**src/rtl/pkt_cutter_mc.sv**
```systemverilog
// pkt_cutter_mc: truncates each AXI-Stream packet to a per-source-port snap
// length, masks the strobes of the last kept beat and swallows the rest.
// Optional feature macro: PKT_CUTTER_LEN_UPDATE_EN rewrites tuser[15:0] of the
// first output beat to min(original length, cut length) when a cut is active.
module pkt_cutter_mc #(
  parameter int          DATA_WIDTH   = 256,
  parameter int          TUSER_WIDTH  = 128,
  parameter int          NUM_PORTS    = 8,
  parameter int          SRC_PORT_LSB = 16,
  parameter logic [15:0] DEFAULT_CUT  = 16'd0
) (
  input  logic                      clk,
  input  logic                      reset,
  input  logic                      cfg_wr_en,
  input  logic [7:0]                cfg_addr,
  input  logic [15:0]               cfg_wdata,
  input  logic [DATA_WIDTH-1:0]     s_axis_tdata,
  input  logic [DATA_WIDTH/8-1:0]   s_axis_tstrb,
  input  logic [TUSER_WIDTH-1:0]    s_axis_tuser,
  input  logic                      s_axis_tvalid,
  input  logic                      s_axis_tlast,
  output logic                      s_axis_tready,
  output logic [DATA_WIDTH-1:0]     m_axis_tdata,
  output logic [DATA_WIDTH/8-1:0]   m_axis_tstrb,
  output logic [TUSER_WIDTH-1:0]    m_axis_tuser,
  output logic                      m_axis_tvalid,
  output logic                      m_axis_tlast,
  input  logic                      m_axis_tready
);

  localparam int          DATA_BYTES = DATA_WIDTH / 8;
  localparam int          PORT_W     = (NUM_PORTS > 1) ? $clog2(NUM_PORTS) : 1;
  localparam logic [16:0] BEAT_BYTES = 17'(DATA_BYTES);

  typedef enum logic [1:0] {
    ST_FIRST,
    ST_PASS,
    ST_DROP
  } state_t;

  state_t                  state;
  state_t                  state_next;
  logic                    enable;
  logic [15:0]             cut_len_tbl [NUM_PORTS];
  logic [15:0]             cut_len_q;
  logic [15:0]             cut_len_cur;
  logic [15:0]             byte_cnt;
  logic [PORT_W-1:0]       port_idx;
  logic [16:0]             beat_end;
  logic [16:0]             keep_bytes;
  logic                    accept;
  logic                    load;
  logic                    cut_hit;
  logic                    cut_beat;
  logic [DATA_BYTES-1:0]   lane_mask;
  logic [TUSER_WIDTH-1:0]  user_out;

  // Dropped beats are always taken; otherwise accept only when the output slot frees up.
  assign s_axis_tready = (state == ST_DROP) | ~m_axis_tvalid | m_axis_tready;
  assign accept        = s_axis_tvalid & s_axis_tready;
  assign load          = accept & (state != ST_DROP);

  // Lowest set bit of the one-hot source-port field picks the table entry (entry 0 if none).
  always_comb begin
    port_idx = '0;
    for (int i = NUM_PORTS - 1; i >= 0; i--) begin
      if (s_axis_tuser[SRC_PORT_LSB + i]) begin
        port_idx = PORT_W'(i);
      end
    end
  end

  // The cut length is sampled from the table on the first beat and held for the rest of the packet.
  always_comb begin
    cut_len_cur = cut_len_q;
    if (state == ST_FIRST) begin
      cut_len_cur = enable ? cut_len_tbl[port_idx] : 16'd0;
    end
    beat_end   = {1'b0, byte_cnt} + BEAT_BYTES;
    keep_bytes = {1'b0, cut_len_cur} - {1'b0, byte_cnt};
    cut_hit    = (cut_len_cur != 16'd0) && ({1'b0, cut_len_cur} <= beat_end);
    cut_beat   = cut_hit & ~s_axis_tlast;
  end

  // Strobe mask keeps lanes below the cut point on the beat where the cut lands.
  always_comb begin
    lane_mask = '1;
    for (int i = 0; i < DATA_BYTES; i++) begin
      if (cut_hit) begin
        lane_mask[i] = (17'(i) < keep_bytes);
      end
    end
  end

  // Sideband passes through; optionally the first beat's length field reflects the cut.
  always_comb begin
    user_out = s_axis_tuser;
`ifdef PKT_CUTTER_LEN_UPDATE_EN
    if ((state == ST_FIRST) && (cut_len_cur != 16'd0) && (cut_len_cur < s_axis_tuser[15:0])) begin
      user_out[15:0] = cut_len_cur;
    end
`endif
  end

  // Packet framing: forward until the end or the cut beat, then swallow to tlast.
  always_comb begin
    state_next = state;
    if (accept) begin
      case (state)
        ST_FIRST, ST_PASS: begin
          if (s_axis_tlast) begin
            state_next = ST_FIRST;
          end else if (cut_hit) begin
            state_next = ST_DROP;
          end else begin
            state_next = ST_PASS;
          end
        end
        ST_DROP: begin
          if (s_axis_tlast) begin
            state_next = ST_FIRST;
          end
        end
        default: state_next = ST_FIRST;
      endcase
    end
  end

  // State register.
  always_ff @(posedge clk) begin
    if (reset) begin
      state <= ST_FIRST;
    end else begin
      state <= state_next;
    end
  end

  // Byte offset of the current beat within its packet, saturating, cleared at packet end.
  always_ff @(posedge clk) begin
    if (reset) begin
      byte_cnt  <= 16'd0;
      cut_len_q <= 16'd0;
    end else if (accept) begin
      if (state == ST_FIRST) begin
        cut_len_q <= cut_len_cur;
      end
      if (s_axis_tlast) begin
        byte_cnt <= 16'd0;
      end else if (beat_end[16]) begin
        byte_cnt <= 16'hFFFF;
      end else begin
        byte_cnt <= beat_end[15:0];
      end
    end
  end

  // Configuration registers; out-of-range addresses fall through untouched.
  always_ff @(posedge clk) begin
    if (reset) begin
      enable <= 1'b0;
      for (int i = 0; i < NUM_PORTS; i++) begin
        cut_len_tbl[i] <= DEFAULT_CUT;
      end
    end else if (cfg_wr_en) begin
      if (cfg_addr == 8'd0) begin
        enable <= cfg_wdata[0];
      end
      for (int i = 0; i < NUM_PORTS; i++) begin
        if (cfg_addr == 8'(i + 1)) begin
          cut_len_tbl[i] <= cfg_wdata;
        end
      end
    end
  end

  // Single output register stage that holds under backpressure.
  always_ff @(posedge clk) begin
    if (reset) begin
      m_axis_tvalid <= 1'b0;
      m_axis_tlast  <= 1'b0;
      m_axis_tdata  <= '0;
      m_axis_tstrb  <= '0;
      m_axis_tuser  <= '0;
    end else if (load) begin
      m_axis_tvalid <= 1'b1;
      m_axis_tlast  <= s_axis_tlast | cut_beat;
      m_axis_tdata  <= s_axis_tdata;
      m_axis_tstrb  <= s_axis_tstrb & lane_mask;
      m_axis_tuser  <= user_out;
    end else if (m_axis_tready) begin
      m_axis_tvalid <= 1'b0;
    end
  end

endmodule
```
**config.mk**
```make
export PLATFORM = sky130hd
export DESIGN_NAME = pkt_cutter_mc
export DESIGN_NICKNAME = d
export VERILOG_FILES = /design/src/rtl/pkt_cutter_mc.sv
export SDC_FILE = /design/constraint.sdc
export NUM_CORES = 1
export LEC_CHECK = 0
export CORE_AREA = 2 2 332 334
export DETAILED_ROUTE_END_ITERATION = 10
export DIE_AREA = 0 0 334 336
export PLACE_DENSITY = 0.57
export SYNTH_ARGS = -nofsm -noshare
export SYNTH_HDL_FRONTEND = slang
export SYNTH_SLANG_ARGS = --single-unit
```
**constraint.sdc**
```tcl
create_clock -name clk -period 5.5 [get_ports clk]
set_clock_uncertainty 0.2 [all_clocks]
set_input_delay 1.1 -clock clk [delete_from_list [all_inputs] [get_ports clk]]
set_output_delay 1.1 -clock clk [all_outputs]
set_load 0.03 [all_outputs]
```
* Word-level counts from Yosys, hierarchy flattened *
Memories as Yosys holds them, arrays and structs flattened.
Cells that the tools add are included.

cells by class
  reduce and logical (&&, ||, !) cells = 9
  magnitude comparators = 33
  bitwise gates (word level) = 17
  $add $sub $neg = 2
  multiplexer cells = 92
  equal/unequal tests = 12

operator list
  cell                     count
  $lt A5 B17 Y1 const A    16
  $mux W16                 12
  $lt A4 B17 Y1 const A    8
  $lt A3 B17 Y1 const A    4
  $mux W1                  68
  $lt A1 B17 Y1 const A    2
  $lt A2 B17 Y1 const A    2
  $and A32 B32 Y32         1
  $eq A8 B3 Y1 const B     4
  $mux W3                  8
  $add A16 B6 Y17 const B  1
  $le A16 B17 Y1           1
  $sub A16 B16 Y17         1
  $eq A8 B2 Y1 const B     2
  $reduce_bool A16 Y1      1
  $or A1 B1 Y1             11
  $eq A8 B1 Y1 const B     1
  $eq A8 B4 Y1 const B     1
  $logic_not A8 Y1         1
  $mux W2                  3
  $reduce_and A2 Y1        3
  $ne A2 B2 Y1 const B     2
  $pmux W2 S2              1
  $and A1 B1 Y1            3
  7 further kinds          8

word-level totals
  bits of input ports = 446
  flip-flop bits (word level) = 453
  memory bits (writable) = 128
  memories kept = 1
  output and inout port bits = 419
  word-level logic and storage cells = 175

memory list
  memory       words  bits a word  read ports  clocked after memory_dff  wr ports  RTL line  source
  cut_len_tbl  8      16           1           0                         8         44        logic [15:0] cut_len_tbl [NUM_PORTS];

* Depth between registers and ports, before layout *
Gate-level depths: netlist (run 1).
An unclocked memory read counts as a cell.

  depth in word-level cells = 16
  mapped depth = 21
  depth with buffers taken out = 18

* Worst setup path after synthesis (run 1) *
OpenSTA, ideal clock, no wires.

  path type = input to register
  from = input s_axis_tuser[22]
  to = register m_axis_tstrb[20]
  data arrival time = 5,406 ps
  stages on the path = 18
  required time = 5,172 ps
  slack = -234 ps
  path buffers = 1
  setup time = 128 ps
  cells stage by stage = nand2b_4 a2111o_1 nand2_2 mux4_2 a211oi_2 and2_1 inv_1 ha_1 nor2b_1 o31a_1 o32ai_2 o21ai_1 a211o_1 a2111oi_0 nand4_1 a211oi_4 buf_4 o211ai_2

between the ends
  cells in the longest elaborated chain, start to end = 14
  elaborated cells on any way between the ends = 17
  classes of those cells = add/sub: 1; order compare: 2; mux: 10; bitwise: 1; reduce/logical: 2; memory: 1

ends and longest elaborated chain
  what                                                  RTL line  source
  start: declaration                                    19        input logic [TUSER_WIDTH-1:0] s_axis_tuser,
  $mux W3 (*) (7 in a row)                              67        if (s_axis_tuser[SRC_PORT_LSB + i]) begin
  $mem_v2 Z8 W16 (*)                                    n/a
  $mux W16 (*)                                          77        cut_len_cur = enable ? cut_len_tbl[port_idx] : 16'd0;
  $mux W16 (*)                                          76        if (state == ST_FIRST) begin
  net cut_len_cur[1]                                    46        logic [15:0] cut_len_cur;
  $sub A16 B16 Y17 (tied with other cells)              80        keep_bytes = {1'b0, cut_len_cur} - {1'b0, byte_cnt};
  $lt A5 B17 Y1 or $logic_and A1 B1 Y1 (tied branches)  90, 81
  $mux W1 (*)                                           89        if (cut_hit) begin
  $and A32 B32 Y32 (*)                                  188       m_axis_tstrb <= s_axis_tstrb & lane_mask;
  end signal: assignment                                188
  end: declaration                                      24        output logic [DATA_WIDTH/8-1:0] m_axis_tstrb,

The timed path passes the listed nets; every way through them passes the cells marked *.
A chain may end at the register's enable or synchronous reset.

* Worst setup path after layout (run 1) *
  from = input s_axis_tuser[22]
  to = register m_axis_tstrb[2]

between the ends
  cells in the longest elaborated chain, start to end = 14
  elaborated cells on any way between the ends = 17
  classes of those cells = add/sub: 1; order compare: 2; mux: 10; bitwise: 1; reduce/logical: 2; memory: 1

ends and longest elaborated chain
  what                                                  RTL line
  $mux W3 (*) (7 in a row)                              67
  $mem_v2 Z8 W16 (*)                                    n/a
  $mux W16 (*)                                          77
  $mux W16 (*)                                          76
  net cut_len_cur[1]                                    46
  $sub A16 B16 Y17 (tied with other cells)              80
  $lt A2 B17 Y1 or $logic_and A1 B1 Y1 (tied branches)  90, 81
  $mux W1 (*)                                           89
  $and A32 B32 Y32 (*)                                  188

Marks and branches as above.

==> results of run 1 <==
[kinds of logic (layout without fill, tap and decap cells)]
family                   after synthesis  in the layout  synth area share
adder cells (fa/ha/maj)               29             29            0.0158
multiplexers                           4              4           0.00235
buffers and inverters                245           1209            0.0405
flip-flops                           577            577             0.547
XOR/XNOR                              12             12           0.00448
AO/OA/AOI/OAI                        710            710             0.184
other                                  0             16                 0
AND/OR/NAND/NOR                     1181           1181             0.206
[metal layers]
layer,GRT usage,routed length [um],vias to the layer above
li1,-,-,11200
met1,0.245,47900,11400
met2,0.342,57300,869
met3,0.0661,10300,200
met4,0.0541,3490,2
met5,0,12,-
[registers in the layout, summed over array words and instances, names as in the netlist]
signal	flops
cut_len_q	16
state	2
byte_cnt	12
cut_len_tbl	128
m_axis_tuser	128
enable	1
m_axis_tstrb	32
m_axis_tlast	1
m_axis_tvalid	1
m_axis_tdata	256
[placed cells by master (no fill, tap or decap), types with 8 or more instances in the layout]
cell type,synthesis,routed
nand2_1,859,857
clkdlybuf4s50_1,0,855
a21oi_1,457,451
dfxtp_1,449,449
nor2_1,177,171
buf_4,2,154
edfxtp_1,128,128
clkbuf_16,0,73
inv_1,42,41
nand3_1,31,30
nand2b_1,29,29
o21ai_1,27,24
o21ai_0,24,24
ha_1,28,24
o211ai_1,22,22
o2111ai_1,21,21
diode_2,0,16
a21o_1,16,16
nor3_1,14,14
clkbuf_1,172,14
clkinv_2,0,13
a211oi_1,17,11
buf_6,1,11
xnor2_1,11,10
nand4_1,10,10
clkbuf_8,0,10
a31oi_1,9,9
a32oi_1,9,9
a21oi_2,2,8
a221o_1,9,8
and2_1,10,8
and3_1,9,8
a221oi_1,8,8
buf_12,0,8
[power by group]
group	switching, W	internal [W]
combinational	0.00116	0.000830
clock	0.00199	0.00286
sequential	0.000132	0.00458
[cell type report]
type	count	area, sq um	share of cell area
Antenna cell	16	40.0	0.00108
Clock buffer	97	2020	0.0542
Clock inverter	27	345	0.00927
Inverter	45	169	0.00454
Multi-Input combinational cell	1936	9920	0.266
Sequential cell	577	12800	0.345
Tap cell	1414	1770	0.0475
Timing Repair Buffer	1040	10200	0.273
[repair_timing]
action	in CTS	in global routing
hold buffers	0	0
gates cloned	2	0
pin swaps	14	20
endpoints found under the setup margin	32	32
buffers inserted	12	8
gates resized for setup	27	36
[final timing paths]
check | from | to | slack, ns | depth (start not counted)
setup / recovery | s_axis_tuser[22] | m_axis_tstrb[2] | 0.14 | 21
hold / removal | m_axis_tstrb[31] | m_axis_tstrb[31] | 0.25 | 2
setup reg to reg | state[1] | m_axis_tstrb[2] | 0.56 | 21
hold reg to reg | m_axis_tstrb[31] | m_axis_tstrb[31] | 0.25 | 2
[stage by stage]
stage                util  hold WS, ns  TNS (ns)
floorplan               -        0.244    -0.161
global placement    0.318        0.236    -25.17
detailed placement  0.318        0.243    -25.64
CTS                 0.342        0.251         0
global route        0.343        0.265         0
finish              0.344        0.251         0
[critical path: cells and delay by family]
family	cells	cell delay, ns
adders and majority gates	1	0.23
AOI/OAI and AO/OA	9	2.27
and+or+nand+nor	5	0.73
muxes	1	0.53
buffers and inverters	5	0.76
==> out/metrics.csv, run 1 <==
metric,value,unit
outcome,completed,
synth_top_area_frac,0.383,
grt_max_degree,209,
synth.most_common_cell,nand2_1,
syn_nets,3233,
clkTransAtPathRegs,0.05,ns
grtUsageTotal,0.202,
drt_iter0_markers,1895,
maxCapViolations,0,
antenna_found_initial,44,
layout.filler_cells,11300,
grt_pass1_wl,165,mm
max_stage_delay,0.53,ns
routed_wl,119,mm
p_total,0.0116,W
power.density,310,nW/um^2
h-tree-depth,3,
synth_area_leaders,"dfxtp_1 (38%), edfxtp_1 (16%), nand2_1 (14%), a21oi_1 (9.7%), nor2_1 (2.8%)",
crit_top_cell,buf_4,
rsz0062_at_grt,no,
holdCritPathClass,flop to flop,
period_minus_slack,5.36,ns
io_buffers,864,
routabilityCongestion,0.892,
worst_slack,0.142,ns
pin_count,865,
stdcell_count,5152,
cts_tree,yes,
ys.flop_type,dfxtp_1,
design_area,37200,sq um
vias,23700,
die_x,334,um
synth_edf_count,128,
drc,0,
firstDrtPassIters,5,
start_kind,primary input,
initial_utilization,0.216,
layout-drive-gt1-share,0.0994,
setup_violations,0,
power_leakage,13.8,nW
routedWlPerCell,23.1,um
ys_ff_latch,577,
hpwlAfterDp,90.4,mm
report.final.slew_viol_count,0,
fin_nets,4147,
cts_root_buf,clkbuf_16,
area_delta_synth_final,58.7,%
postSynth.asyncResetShare,0,
placed_cells,4990,
dieArea,112000,sq um
finalHoldViolations,0,
yosysTopAreaCell,dfxtp_1,
cp_data_arrival_time,5.63,ns
fin_crit_sh,0.974,
syn_area_per_cell,8.51,sq um
cts_buffers,72,
synth_warnings,0,
insertion_delay,0.65,ns
vias_per_cell,4.60,
path_class,primary input to flop,
end_kind,flop,
slew_headroom,0.150,
synth-seq-area-share,0.547,
dpl_cell_area,34400,sq um
dieHeight,336,um
cts_max_path_buffers,3,
tightest_slew,1.27,ns
rows,121,
ir_drop,0.000218,V
grt-ovfl-total,0,
fmax,187,MHz
cp_cell_sequence,dlygate4sd2_1 -> nand2b_4 -> a2111o_1 -> nand2_2 -> mux4_2 -> a211oi_2 -> and2_4 -> inv_2 -> ha_4 -> nor2b_4 -> o31a_1 -> o32ai_4 -> o21ai_2 -> a211o_1 -> a2111oi_2 -> nand4_1 -> buf_4 -> buf_4 -> a211oi_4 -> buf_6 -> o311ai_2,
pre_cts_slack,-0.827,ns
clock-sinks,577,
core,108000,sq um
synth_cell_types,93,
route.antenna.remaining_nets,0,
grt_pass1_vias,22800,
cp_max_fo,8,
synthesis.area,23500,sq um
cp.required,5.77,ns
crit_path_top_delay_cell,mux4_2,
synthTopCellsByCount,"nand2_1 (859), a21oi_1 (457), dfxtp_1 (449)",
synthCells,2758,
Note: power is estimated with default switching activity, not from simulation.
==> run 2, diff against run 1 <==
MAX_ROUTING_LAYER = met4   (was default)
==> out/metrics.csv, run 2 (synthesized netlist as in run 1, its figures left out) <==
metric,value,unit,change
regMostFlops,m_axis_tdata,,unchanged
layout_commonest_cell,nand2_1,,unchanged
final_cell_mix,"nand2_1 (856), clkdlybuf4s50_1 (855), a21oi_1 (451)",,"was nand2_1 (857), clkdlybuf4s50_1 (855), a21oi_1 (451)"
worst_slack,0.195,ns,was 0.142 ns
route.antenna.remaining_nets,0,,unchanged
hpwlAfterDp,90.4,mm,about the same
antenna_found_initial,37,,was 44
dieHeight,336,um,unchanged
fin_crit_sh,0.965,,was 0.974
grt_max_degree,184,,was 209
core,108000,sq um,unchanged
period_minus_slack,5.31,ns,was 5.36 ns
cts_root_buf,clkbuf_16,,unchanged
grt_util_met2,0.341,,was 0.342
grt_pass1_vias,22900,,was 22800
cts_tree,yes,,unchanged
initial_utilization,0.216,,unchanged
layout.filler_cells,11300,,about the same
globalRouteMet1Util,0.245,,about the same
h-tree-depth,3,,unchanged
slew_headroom,0.185,,was 0.150
stdcell_count,5163,,was 5152
clock-sinks,577,,unchanged
vias_per_cell,4.61,,was 4.60
drt_iter0_markers,2014,,was 1895
routedWlPerCell,23.1,um,about the same
outcome,completed,,unchanged
holdCritPathClass,flop to flop,,unchanged
cts_max_path_buffers,3,,unchanged
routabilityCongestion,0.926,,was 0.892
holdWs,0.246,ns,was 0.251 ns
insertion_delay,0.64,ns,was 0.65 ns
rows,121,,unchanged
drc,0,,unchanged
grt_pass1_wl,165,mm,about the same
top_regs,"m_axis_tdata: 256 flops, cut_len_tbl: 128 flops, m_axis_tuser: 128 flops",,unchanged
path_class,primary input to flop,,unchanged
clkTransAtPathRegs,0.06,ns,was 0.05 ns
seq_area,12800,sq um,unchanged
whs_path_depth,2,,unchanged
pin_count,865,,unchanged
power_leakage,13.8,nW,about the same
largest_register_ffs,256,,unchanged
io_buffers,864,,unchanged
power.density,310,nW/um^2,about the same
firstDrtPassIters,6,,was 5
met3_usage,0.0660,,was 0.0661
finalHoldViolations,0,,unchanged
placed_cells,4988,,was 4990
multi_input_area,9950,sq um,was 9920 sq um
report.final.slew_viol_count,0,,unchanged
dieArea,112000,sq um,unchanged
cp.required,5.76,ns,was 5.77 ns
grt-ovfl-total,0,,unchanged
cp_max_fo,7,,was 8
maxCapViolations,0,,unchanged
grt_busiest_layer,met2,,unchanged
end_kind,flop,,unchanged
layout-drive-gt1-share,0.0997,,was 0.0994
start_kind,primary input,,unchanged
die_x,334,um,unchanged
routed_wl,119,mm,about the same
cts_buffers,72,,unchanged
fin_nets,4148,,was 4147
vias,23800,,was 23700
cp_data_arrival_time,5.56,ns,was 5.63 ns
setup_violations,0,,unchanged
pre_cts_slack,-0.825,ns,was -0.827 ns
ir_drop,0.000241,V,was 0.000218 V
p_total,0.0116,W,about the same
area_delta_synth_final,58.8,%,was 58.7%
grtUsageTotal,0.208,,was 0.202
ff2ff_path_depth,20,,was 21
tightest_slew,1.22,ns,was 1.27 ns
fmax,188,MHz,was 187 MHz
run 2: changes by cell type in the layout (fill, tap and decap cells not counted), moves of 3 or more:
| cell | before | now |
|---|---|---|
| a211oi_1 | 11 | 14 |
| a211oi_2 | 7 | 3 |
| buf_4 | 154 | 159 |
| buf_6 | 11 | 8 |
| clkbuf_1 | 14 | 21 |
| clkbuf_2 | 1 | 6 |
| dlygate4sd2_1 | 5 | 0 |
run 2: what timing repair did:
action	in CTS	in global routing
gates resized for setup	47	29
pin swaps	22	23
hold buffers	0	0
cloned	2	0
setup buffers	16	9
setup endpoints to repair	32	32
run 2: final timing paths:
check                    from                to  slack [ns]
max          s_axis_tuser[16]  m_axis_tstrb[24]        0.19
min reg2reg  m_axis_tstrb[31]  m_axis_tstrb[31]        0.25
max reg2reg          state[1]  m_axis_tstrb[24]        0.40
min          m_axis_tstrb[31]  m_axis_tstrb[31]        0.25
run 2: worst max-delay path: stages:
cell and delay, ns:
buf_2 0.13, buf_4 0.13, a2111o_1 0.44, nand2_2 0.11
mux4_2 0.54, a211oi_4 0.26, and2_4 0.19, inv_2 0.04
ha_4 0.23, nor2b_4 0.12, o31a_1 0.32, o32ai_4 0.28
buf_4 0.17, a21boi_4 0.16, o21ai_2 0.08, a2111oi_2 0.28
nand4_1 0.18, buf_6 0.16, a211oi_4 0.23, buf_6 0.21
buf_12 0.13, a221oi_1 0.07
run 2: area by class of cell:
class / instances / share of cell area
well taps: 1414 / 0.0475
repair buffers: 1041 / 0.271
flip-flops and latches: 577 / 0.344
clock buffers: 104 / 0.0554
diodes: 18 / 0.00121
clock inverters: 28 / 0.00850
multi-input cells: 1936 / 0.267
inverters: 45 / 0.00453
run 2: per-stage QoR:
stage / TNS [ns] / instance area, sq um / utilization
final: 0 / 37300 / 0.344
after global routing: -0.000505 / 37200 / 0.344
after CTS: 0 / 37100 / 0.343
after detailed placement: -25.13 / 34400 / 0.317
after global placement: -24.65 / 34400 / 0.317
after floorplan: -0.161 / 23500 / -
run 2: metal layers:
metal | wire, um | up-vias
li1 | - | 11300
met1 | 48300 | 11500
met2 | 57400 | 843
met3 | 9700 | 189
met4 | 3650 | 0
met5 | 0 | -
run 2: power by group:
part,total (W),switching [W],internal [W]
clock,0.00486,0.00203,0.00283
combinational,0.00199,0.00116,0.000829
sequential,0.00471,0.000131,0.00458
==> run 3, diff against run 2 <==
SKIP_CTS_REPAIR_TIMING = 1   (was default)
==> out/metrics.csv, run 3 (synthesized netlist as in run 1, its figures left out) <==
metric,value,unit,change
grt_pass1_vias,22700,,was 22900
clkTransAtPathRegs,0.06,ns,about the same
io_buffers,864,,unchanged
grt-ovfl-total,0,,unchanged
fmax,188,MHz,about the same
internal_power,0.00823,W,about the same
holdWs,0.247,ns,was 0.246 ns
period_minus_slack,5.33,ns,was 5.31 ns
core,108000,sq um,unchanged
routed_wl,119,mm,about the same
routedWlPerCell,23.1,um,about the same
p_sw_frac,0.287,,was 0.288
p_comb_frac,0.172,,about the same
cts_max_path_buffers,3,,unchanged
whs_path_depth,2,,unchanged
die_x,334,um,unchanged
power.density,310,nW/um^2,about the same
end_kind,flop,,unchanged
final_util,0.343,,was 0.344
ff2ff_path_depth,21,,was 20
layout_commonest_cell,nand2_1,,unchanged
largest_register_ffs,256,,unchanged
cp_top_family,compound AO/OA/AOI/OAI gates,,unchanged
holdCritPathClass,flop to flop,,unchanged
layout.filler_cells,11300,,about the same
cp.depth,22,,unchanged
ir_drop,0.000243,V,was 0.000241 V
firstDrtPassIters,5,,was 6
antenna_found_initial,36,,was 37
setup_tns,0,ns,unchanged
tightest_slew,1.21,ns,was 1.22 ns
top_regs,"m_axis_tdata: 256 flops, cut_len_tbl: 128 flops, m_axis_tuser: 128 flops",,unchanged
setup_violations,0,,unchanged
drt_iter0_markers,2010,,was 2014
cp_max_fo,12,,was 7
route.antenna.remaining_nets,0,,unchanged
regMostFlops,m_axis_tdata,,unchanged
area_delta_synth_final,58.5,%,was 58.8%
vias,23700,,was 23800
power_leakage,13.8,nW,about the same
grt_max_degree,184,,unchanged
hpwlAfterDp,90.4,mm,unchanged
crit_path_top_delay_cell,mux4_2,,unchanged
grtUsageTotal,0.207,,was 0.208
drc,0,,unchanged
cp_data_arrival_time,5.63,ns,was 5.56 ns
path_class,primary input to flop,,unchanged
max_stage_delay,0.54,ns,about the same
p_sw,0.00332,W,was 0.00333 W
rows,121,,unchanged
final_cell_mix,"nand2_1 (859), clkdlybuf4s50_1 (855), a21oi_1 (453)",,"was nand2_1 (856), clkdlybuf4s50_1 (855), a21oi_1 (451)"
pwr-share-seq,0.408,,was 0.407
dieArea,112000,sq um,unchanged
power_frac_clock,0.421,,about the same
outcome,completed,,unchanged
path_buf_inv,6,,was 7
h-tree-depth,3,,unchanged
fin_nets,4136,,was 4148
dieHeight,336,um,unchanged
cts_tree,yes,,unchanged
fin_crit_sh,0.969,,was 0.965
slew_headroom,0.193,,was 0.185
maxCapViolations,0,,unchanged
routabilityCongestion,0.926,,unchanged
cp.required,5.80,ns,was 5.76 ns
initial_utilization,0.216,,unchanged
cts_root_buf,clkbuf_16,,unchanged
design_area,37200,sq um,was 37300 sq um
clock-sinks,577,,unchanged
start_kind,primary input,,unchanged
pin_count,865,,unchanged
cts_buffers,72,,unchanged
finalHoldViolations,0,,unchanged
layout-drive-gt1-share,0.0930,,was 0.0997
grt_pass1_wl,164,mm,was 165 mm
insertion_delay,0.64,ns,about the same
pre_cts_slack,-0.825,ns,unchanged
cp_cell_sequence,dlymetal6s2s_1 -> buf_4 -> nand2b_4 -> a2111o_1 -> nand2_2 -> mux4_2 -> a211oi_4 -> and2_4 -> inv_2 -> ha_4 -> nor2b_4 -> o31a_1 -> o32ai_4 -> o21ai_2 -> a211o_1 -> a2111oi_2 -> nand4_1 -> buf_6 -> a211oi_4 -> buf_6 -> clkbuf_16 -> o211ai_2,,was buf_2 -> buf_4 -> a2111o_1 -> nand2_2 -> mux4_2 -> a211oi_4 -> and2_4 -> inv_2 -> ha_4 -> nor2b_4 -> o31a_1 -> o32ai_4 -> buf_4 -> a21boi_4 -> o21ai_2 -> a2111oi_2 -> nand4_1 -> buf_6 -> a211oi_4 -> buf_6 -> buf_12 -> a221oi_1
dpl_cell_area,34400,sq um,unchanged
worst_slack,0.170,ns,was 0.195 ns
vias_per_cell,4.61,,about the same
report.final.slew_viol_count,0,,unchanged
## run 3: per-layer routing
layer | vias to the layer above | part of all wire | GRT usage
li1 | 11200 | - | -
met1 | 11500 | 0.41 | 0.244
met2 | 809 | 0.48 | 0.338
met3 | 203 | 0.079 | 0.0650
met4 | 0 | 0.033 | 0.0584
met5 | - | 0 | -
## run 3: final timing paths
path	slack, ns	start	endpoint
worst min-delay path	0.25	m_axis_tstrb[31]	m_axis_tstrb[31]
worst min register to register	0.25	m_axis_tstrb[31]	m_axis_tstrb[31]
worst max register to register	0.52	state[1]	m_axis_tstrb[21]
worst max-delay path	0.17	s_axis_tuser[23]	m_axis_tstrb[21]
## run 3: per-stage QoR
step / total power (W) / instances
finish: 0.0115 / 5148
global route: 0.0120 / 5143
CTS: 0.0117 / 5120
detailed placement: 0.00675 / 4988
global placement: 0.00675 / 4988
floorplan: 0.00567 / 2758
## run 3: worst register-to-register path, stage by stage, from the launching register on
cell,delay [ns]
dfxtp_1,0.35
or3b_1,0.50
buf_4,0.26
nor2_1,0.25
buf_4,0.17
inv_1,0.04
o311a_1,0.37
nand2_1,0.09
ha_1,0.26
nor2b_2,0.18
o211ai_1,0.18
buf_4,0.17
a21oi_4,0.06
a221o_1,0.38
or4_1,0.41
nand3_1,0.10
nand4_1,0.13
buf_6,0.16
a211oi_4,0.23
buf_6,0.15
clkbuf_16,0.17
o211ai_2,0.07
## run 3: power groups by stage
| stage | clock [W] | combinational (W) | sequential, W |
|---|---|---|---|
| floorplan | 0 | 0.000538 | 0.00514 |
| global placement | 0 | 0.00196 | 0.00479 |
| detailed placement | 0 | 0.00196 | 0.00479 |
| CTS | 0.00498 | 0.00197 | 0.00471 |
| global route | 0.00512 | 0.00210 | 0.00473 |
| finish | 0.00486 | 0.00198 | 0.00471 |
## run 3: layout make-up
cell class                      instances  area [sq um]  area share
Tap cell                             1414          1770      0.0476
Clock buffer                          104          2070      0.0555
Timing Repair Buffer                 1029         10100       0.271
Antenna cell                           15          37.5     0.00101
Clock inverter                         28           317     0.00851
Inverter                               45           169     0.00454
Multi-Input combinational cell       1936          9920       0.267
Sequential cell                       577         12800       0.345
